<file path="src/rtl/bf16_stream_accumulator.sv">
// Multi-cycle bf16 accumulator: sums a valid/ready stream of bf16 products per group
// (closed by in_last) and presents the round-to-nearest-even result on an output handshake.
module bf16_stream_accumulator #(
    parameter int EXP_W = 8,
    parameter int MAN_W = 7,
    parameter int BIAS  = 127
) (
    input  logic                   clock,
    input  logic                   reset_n,
    input  logic                   in_valid,
    output logic                   in_ready,
    input  logic [EXP_W+MAN_W:0]   in_data,
    input  logic                   in_last,
    output logic                   out_valid,
    input  logic                   out_ready,
    output logic [EXP_W+MAN_W:0]   out_data
);

    localparam int DW    = 1 + EXP_W + MAN_W;
    localparam int MAG_W = EXP_W + MAN_W;
    localparam int SIG_W = MAN_W + 1;
    localparam int EXT_W = SIG_W + 3;
    localparam int SUM_W = EXT_W + 1;
    localparam logic [EXP_W:0] MAX_EXP = (EXP_W+1)'(2 * BIAS);

    typedef enum logic [2:0] {IDLE, ALIGN, ADD, NORM, ROUND, DONE} state_t;

    state_t            state_q, state_d;
    logic [DW-1:0]     acc_q, acc_d, op_q, op_d, out_data_q, out_data_d;
    logic              last_q, last_d, sub_q, sub_d, sign_q, sign_d;
    logic              in_ready_q, in_ready_d, out_valid_q, out_valid_d;
    logic [EXT_W-1:0]  big_q, big_d, small_q, small_d;
    logic [SUM_W-1:0]  sum_q, sum_d;
    logic [EXP_W:0]    exp_q, exp_d;

    logic [MAG_W-1:0]  a_mag_s, b_mag_s, big_mag_s, small_mag_s;
    logic              swap_s, round_up_s;
    logic [EXP_W-1:0]  diff_s;
    logic [EXT_W-1:0]  small_sig_s, mask_s, shifted_s;
    logic [SUM_W-1:0]  add_s;
    logic [MAN_W:0]    rnd_s;
    logic [EXP_W:0]    rnd_exp_s;

    // Arithmetic datapath: operand ordering/alignment, add/subtract, rounding increment
    always_comb begin
        a_mag_s = (acc_q[DW-2:MAN_W] == {EXP_W{1'b0}}) ? {MAG_W{1'b0}} : acc_q[MAG_W-1:0];
        b_mag_s = (op_q[DW-2:MAN_W] == {EXP_W{1'b0}}) ? {MAG_W{1'b0}} : op_q[MAG_W-1:0];
        swap_s      = (b_mag_s > a_mag_s);
        big_mag_s   = swap_s ? b_mag_s : a_mag_s;
        small_mag_s = swap_s ? a_mag_s : b_mag_s;
        diff_s      = big_mag_s[MAG_W-1:MAN_W] - small_mag_s[MAG_W-1:MAN_W];
        small_sig_s = {|small_mag_s[MAG_W-1:MAN_W], small_mag_s[MAN_W-1:0], 3'b000};
        mask_s      = (EXT_W'(1) << diff_s) - EXT_W'(1);
        if (diff_s >= EXP_W'(EXT_W)) begin
            shifted_s = {{(EXT_W-1){1'b0}}, |small_sig_s};
        end else begin
            shifted_s = (small_sig_s >> diff_s) | {{(EXT_W-1){1'b0}}, |(small_sig_s & mask_s)};
        end
        add_s = sub_q ? ({1'b0, big_q} - {1'b0, small_q}) : ({1'b0, big_q} + {1'b0, small_q});
        // Bits [2:0] are guard/round/sticky; bit 3 is the mantissa LSB for tie-to-even.
        round_up_s = sum_q[2] & (sum_q[1] | sum_q[0] | sum_q[3]);
        rnd_s      = {1'b0, sum_q[EXT_W-2:3]} + {{MAN_W{1'b0}}, round_up_s};
        rnd_exp_s  = exp_q + {{EXP_W{1'b0}}, rnd_s[MAN_W]};
    end

    // Next-state and registered-output computation for the sequencing FSM
    always_comb begin
        state_d = state_q;
        acc_d   = acc_q;
        op_d    = op_q;
        last_d  = last_q;
        sub_d   = sub_q;
        sign_d  = sign_q;
        big_d   = big_q;
        small_d = small_q;
        sum_d   = sum_q;
        exp_d   = exp_q;
        case (state_q)
            IDLE: begin
                if (in_valid) begin
                    op_d    = in_data;
                    last_d  = in_last;
                    state_d = ALIGN;
                end else begin
                    state_d = IDLE;
                end
            end
            ALIGN: begin
                big_d   = {|big_mag_s[MAG_W-1:MAN_W], big_mag_s[MAN_W-1:0], 3'b000};
                small_d = shifted_s;
                exp_d   = {1'b0, big_mag_s[MAG_W-1:MAN_W]};
                sign_d  = swap_s ? op_q[DW-1] : acc_q[DW-1];
                sub_d   = acc_q[DW-1] ^ op_q[DW-1];
                state_d = ADD;
            end
            ADD: begin
                if (sub_q && (add_s == {SUM_W{1'b0}})) begin
                    acc_d   = {DW{1'b0}};
                    state_d = last_q ? DONE : IDLE;
                end else begin
                    sum_d   = add_s;
                    state_d = (add_s[SUM_W-1] || !add_s[EXT_W-1]) ? NORM : ROUND;
                end
            end
            NORM: begin
                if (sum_q[SUM_W-1]) begin
                    sum_d   = {1'b0, sum_q[SUM_W-1:2], sum_q[1] | sum_q[0]};
                    exp_d   = exp_q + (EXP_W+1)'(1);
                    state_d = ROUND;
                end else if (sum_q[EXT_W-1]) begin
                    state_d = ROUND;
                end else if (exp_q <= (EXP_W+1)'(1)) begin
                    // Further left shifts would push the exponent to zero: flush.
                    acc_d   = {DW{1'b0}};
                    state_d = last_q ? DONE : IDLE;
                end else begin
                    sum_d   = {sum_q[SUM_W-2:0], 1'b0};
                    exp_d   = exp_q - (EXP_W+1)'(1);
                    state_d = sum_q[EXT_W-2] ? ROUND : NORM;
                end
            end
            ROUND: begin
                if (rnd_exp_s > MAX_EXP) begin
                    acc_d = {sign_q, MAX_EXP[EXP_W-1:0], {MAN_W{1'b1}}};
                end else begin
                    acc_d = {sign_q, rnd_exp_s[EXP_W-1:0], rnd_s[MAN_W-1:0]};
                end
                state_d = last_q ? DONE : IDLE;
            end
            DONE: begin
                if (out_ready) begin
                    acc_d   = {DW{1'b0}};
                    state_d = IDLE;
                end else begin
                    state_d = DONE;
                end
            end
            default: begin
                state_d = IDLE;
            end
        endcase
        in_ready_d  = (state_d == IDLE);
        out_valid_d = (state_d == DONE);
        out_data_d  = (state_d == DONE) ? acc_d : {DW{1'b0}};
    end

    // State and output registers
    always_ff @(posedge clock or negedge reset_n) begin
        if (!reset_n) begin
            state_q     <= IDLE;
            acc_q       <= {DW{1'b0}};
            op_q        <= {DW{1'b0}};
            last_q      <= 1'b0;
            sub_q       <= 1'b0;
            sign_q      <= 1'b0;
            big_q       <= {EXT_W{1'b0}};
            small_q     <= {EXT_W{1'b0}};
            sum_q       <= {SUM_W{1'b0}};
            exp_q       <= {(EXP_W+1){1'b0}};
            in_ready_q  <= 1'b1;
            out_valid_q <= 1'b0;
            out_data_q  <= {DW{1'b0}};
        end else begin
            state_q     <= state_d;
            acc_q       <= acc_d;
            op_q        <= op_d;
            last_q      <= last_d;
            sub_q       <= sub_d;
            sign_q      <= sign_d;
            big_q       <= big_d;
            small_q     <= small_d;
            sum_q       <= sum_d;
            exp_q       <= exp_d;
            in_ready_q  <= in_ready_d;
            out_valid_q <= out_valid_d;
            out_data_q  <= out_data_d;
        end
    end

    assign in_ready  = in_ready_q;
    assign out_valid = out_valid_q;
    assign out_data  = out_data_q;

endmodule

</file>
<file path="config.mk">
export PLATFORM = sky130hd
export DESIGN_NAME = bf16_stream_accumulator
export DESIGN_NICKNAME = d
export VERILOG_FILES = /design/src/rtl/bf16_stream_accumulator.sv
export SDC_FILE = /design/constraint.sdc
export NUM_CORES = 1
export LEC_CHECK = 0
export BUFFER_PORTS_ARGS = -buffer_cell sky130_fd_sc_hd__buf_2
export CAP_MARGIN = 25
export CORE_MARGIN = 1
export CORE_UTILIZATION = 25
export DETAILED_ROUTE_END_ITERATION = 10
export RECOVER_POWER = 100
export SYNTH_ARGS = -nofsm -noshare
export SYNTH_HDL_FRONTEND = slang
export SYNTH_SLANG_ARGS = --single-unit
export TNS_END_PERCENT = 50
</file>
<file path="constraint.sdc">
create_clock -name clock -period 4.9 [get_ports clock]
set_input_delay 0.735 -clock clock [delete_from_list [all_inputs] [get_ports clock]]
set_output_delay 0.735 -clock clock [all_outputs]
set_load 0.005 [all_outputs]
</file>
==> results.toml <==
[status]
status = "finished with violations"
violations = "max-capacitance violations, max-slew violations"

[clock_network]
clock_path_buffers = 2
clkSinkCount = 96
htreeDepth = 3
cts-root-buf = "clkbuf_16"
clk_latency_ns = 0.35
cts_hold_buf = 0
cts_buffers = 9
clkSlewWorstSetupHoldPaths_ns = 0.07
cts_tree = "built"

[sta]
slew_headroom = -1.55
hold_slack_ns = 0.489
setup_viol = 0
setup_tns_ns = 0
finClkSkew_ns = 0.00928
finalHoldViolCount = 0
tightest_slew_ns = 3.82
fmax_ghz = 0.217
rsz0062_at_grt = "no"
fin_crit_sh = 0.938
final_max_slew_viol_count = 67
finalCriticalPeriod_ns = 4.60

[detailed_routing]
drt_wl_total_um = 19600
ant_nets = 0
vias = 6160
wire_per_inst_um = 15.9
drc = 0
drt_iter0_markers = 430
avgViaCountPerCell = 5.00
first_pass_iters = 4

[placed_design]
gp_congestion = 0.918
dp_hpwl_um = 15000
portBuffers = 38

[setup_path]
rrSetupSlack_ns = 0.30
criticalPathCategory = "reg2reg"
worstPathArrival_ns = 4.80
cp-start-kind = "flop"
critPathCaptureType = "flop"
worstPathRequired_ns = 5.10
crit_fanout = 8

[synth]
async_flop_share = 1.00
yosysSeqAreaShare = 0.339
synth_edf_count = 0
synth_largest_area_cell = "dfrtp_1"
synth_cell_types = 87
ys_ff_latch = 96
synth_area_per_cell_um2 = 8.54
synth_fp_nets = 891
synth_area_um2 = 7080
yosysWarnings = 0
ys_top_cells_by_area = "dfrtp_1 (34%), ha_1 (7.1%), nand2_1 (4.5%)"
ys.flop_type = "dfrtp_1"
netlist.area_leader.share = 0.336
syn_inst = 829

[final_layout]
fin_nets = 910
fillers = 2986
mostFrequentLayoutCell = "dfrtp_1"
multi_input_area_um2 = 4260
seq_area_um2 = 2400
layout_common_cells = "dfrtp_1 (95), nand2_1 (85), nor2_1 (79)"
layout-drive-gt1-share = 0.137
antenna-diode-count = 0
areaGrowthSynthToFinish_pct = 13.1

[floorplanning]
dieArea_um2 = 29000
die_y_um = 170
initial_core_util = 0.254
core_um2 = 27900
ios = 39
die_w_um = 170
rows = 61

[global_route]
grt_start_max_net_pins = 67
grt_usage = 0.142
overflow = 0
grt_pass1_wl_um = 32100
grt_pass1_vias = 6083
antenna_found_initial = 0

[flow_run]
maxCapViolCount = 1

[min_path]
hold_class = "reg2reg"
-- sequential cells by signal, indices dropped and copies added (netlist names) --
name	cells
big_q	8
op_q	16
state_q	3
sub_q	1
exp_q	9
sum_q	12
in_ready	1
sign_q	1
last_q	1
out_valid	1
acc_q	16
small_q	11
out_data	16
-- logic make-up after synthesis --
kind of cell	count (synthesis)	synth area share
xor+xnor	26	0.0322
flops	96	0.339
compound gates	239	0.239
fa+ha+maj	42	0.0749
mux	39	0.0597
buf+inv	102	0.0560
simple gates	285	0.199
-- layer usage --
metal,share of wire,global-route usage,vias up
li1,-,-,3020
met1,0.46,0.184,2949
met2,0.47,0.231,151
met3,0.039,0.0235,40
met4,0.029,0.0615,0
met5,0,0,-
-- through the flow --
step	instance area [um2]	utilization	setup slack, ns	std cells
after floorplan	7080	-	0.665	829
after global placement	7670	0.275	0.357	1212
after detailed placement	7670	0.275	0.238	1212
after CTS	8020	0.288	0.186	1228
after global routing	8010	0.287	0.0187	1231
final	8010	0.287	0.302	1231
-- worst paths after layout --
path	endpoint	startpoint	depth (start not counted)
hold reg to reg	sign_q	sign_q	2
max in group asynchronous	op_q[11]	reset_n	2
setup reg to reg	small_q[0]	op_q[11]	18
min in group asynchronous	small_q[5]	reset_n	1
hold / removal	sign_q	sign_q	2
setup / recovery	small_q[0]	op_q[11]	18
-- cell usage after synthesis, types with 13 or more instances --
cell type  instances
a21o_1            20
a21oi_1           56
a31oi_1           15
clkbuf_1          38
dfrtp_1           95
ha_1              40
inv_1             51
mux2_2            18
mux2i_1           19
nand2_1           85
nand3_1           22
nor2_1            79
nor2b_1           24
nor3_1            13
o21ai_0           40
o22ai_1           16
xnor2_1           14
-- worst max-delay path: stages (launching register included) --
cell and delay (ns):
dfrtp_1 0.43, nor4_1 0.30, nand2_1 0.11, or2_2 0.38
nand2_1 0.13, inv_1 0.06, ha_1 0.33, a21oi_1 0.16
a21oi_1 0.10, o2111a_2 0.31, o21ai_4 0.35, mux2_4 0.34
and3_4 0.19, nor4b_4 0.26, xnor2_1 0.15, a2111oi_4 0.32
buf_4 0.19, nor4b_1 0.24, o31ai_1 0.11
-- timing repair --
item / CTS / global route
endpoints found under the setup margin: 0 / 11
hold endpoints to repair: 0 / 0
resized for setup: 0 / 4
setup buffers: 0 / 3
-- cell type report --
| type | instances | area share |
|---|---|---|
| repair buffers | 57 | 0.0394 |
| clock inverters | 6 | 0.0144 |
| inverters | 53 | 0.0249 |
| multi-input cells | 631 | 0.532 |
| flip-flops and latches | 96 | 0.300 |
| clock buffers | 10 | 0.0299 |
| well taps | 378 | 0.0591 |
Power is not shown: default switching activity piles up to over one toggle a cycle in this logic, so the estimate is an artifact.
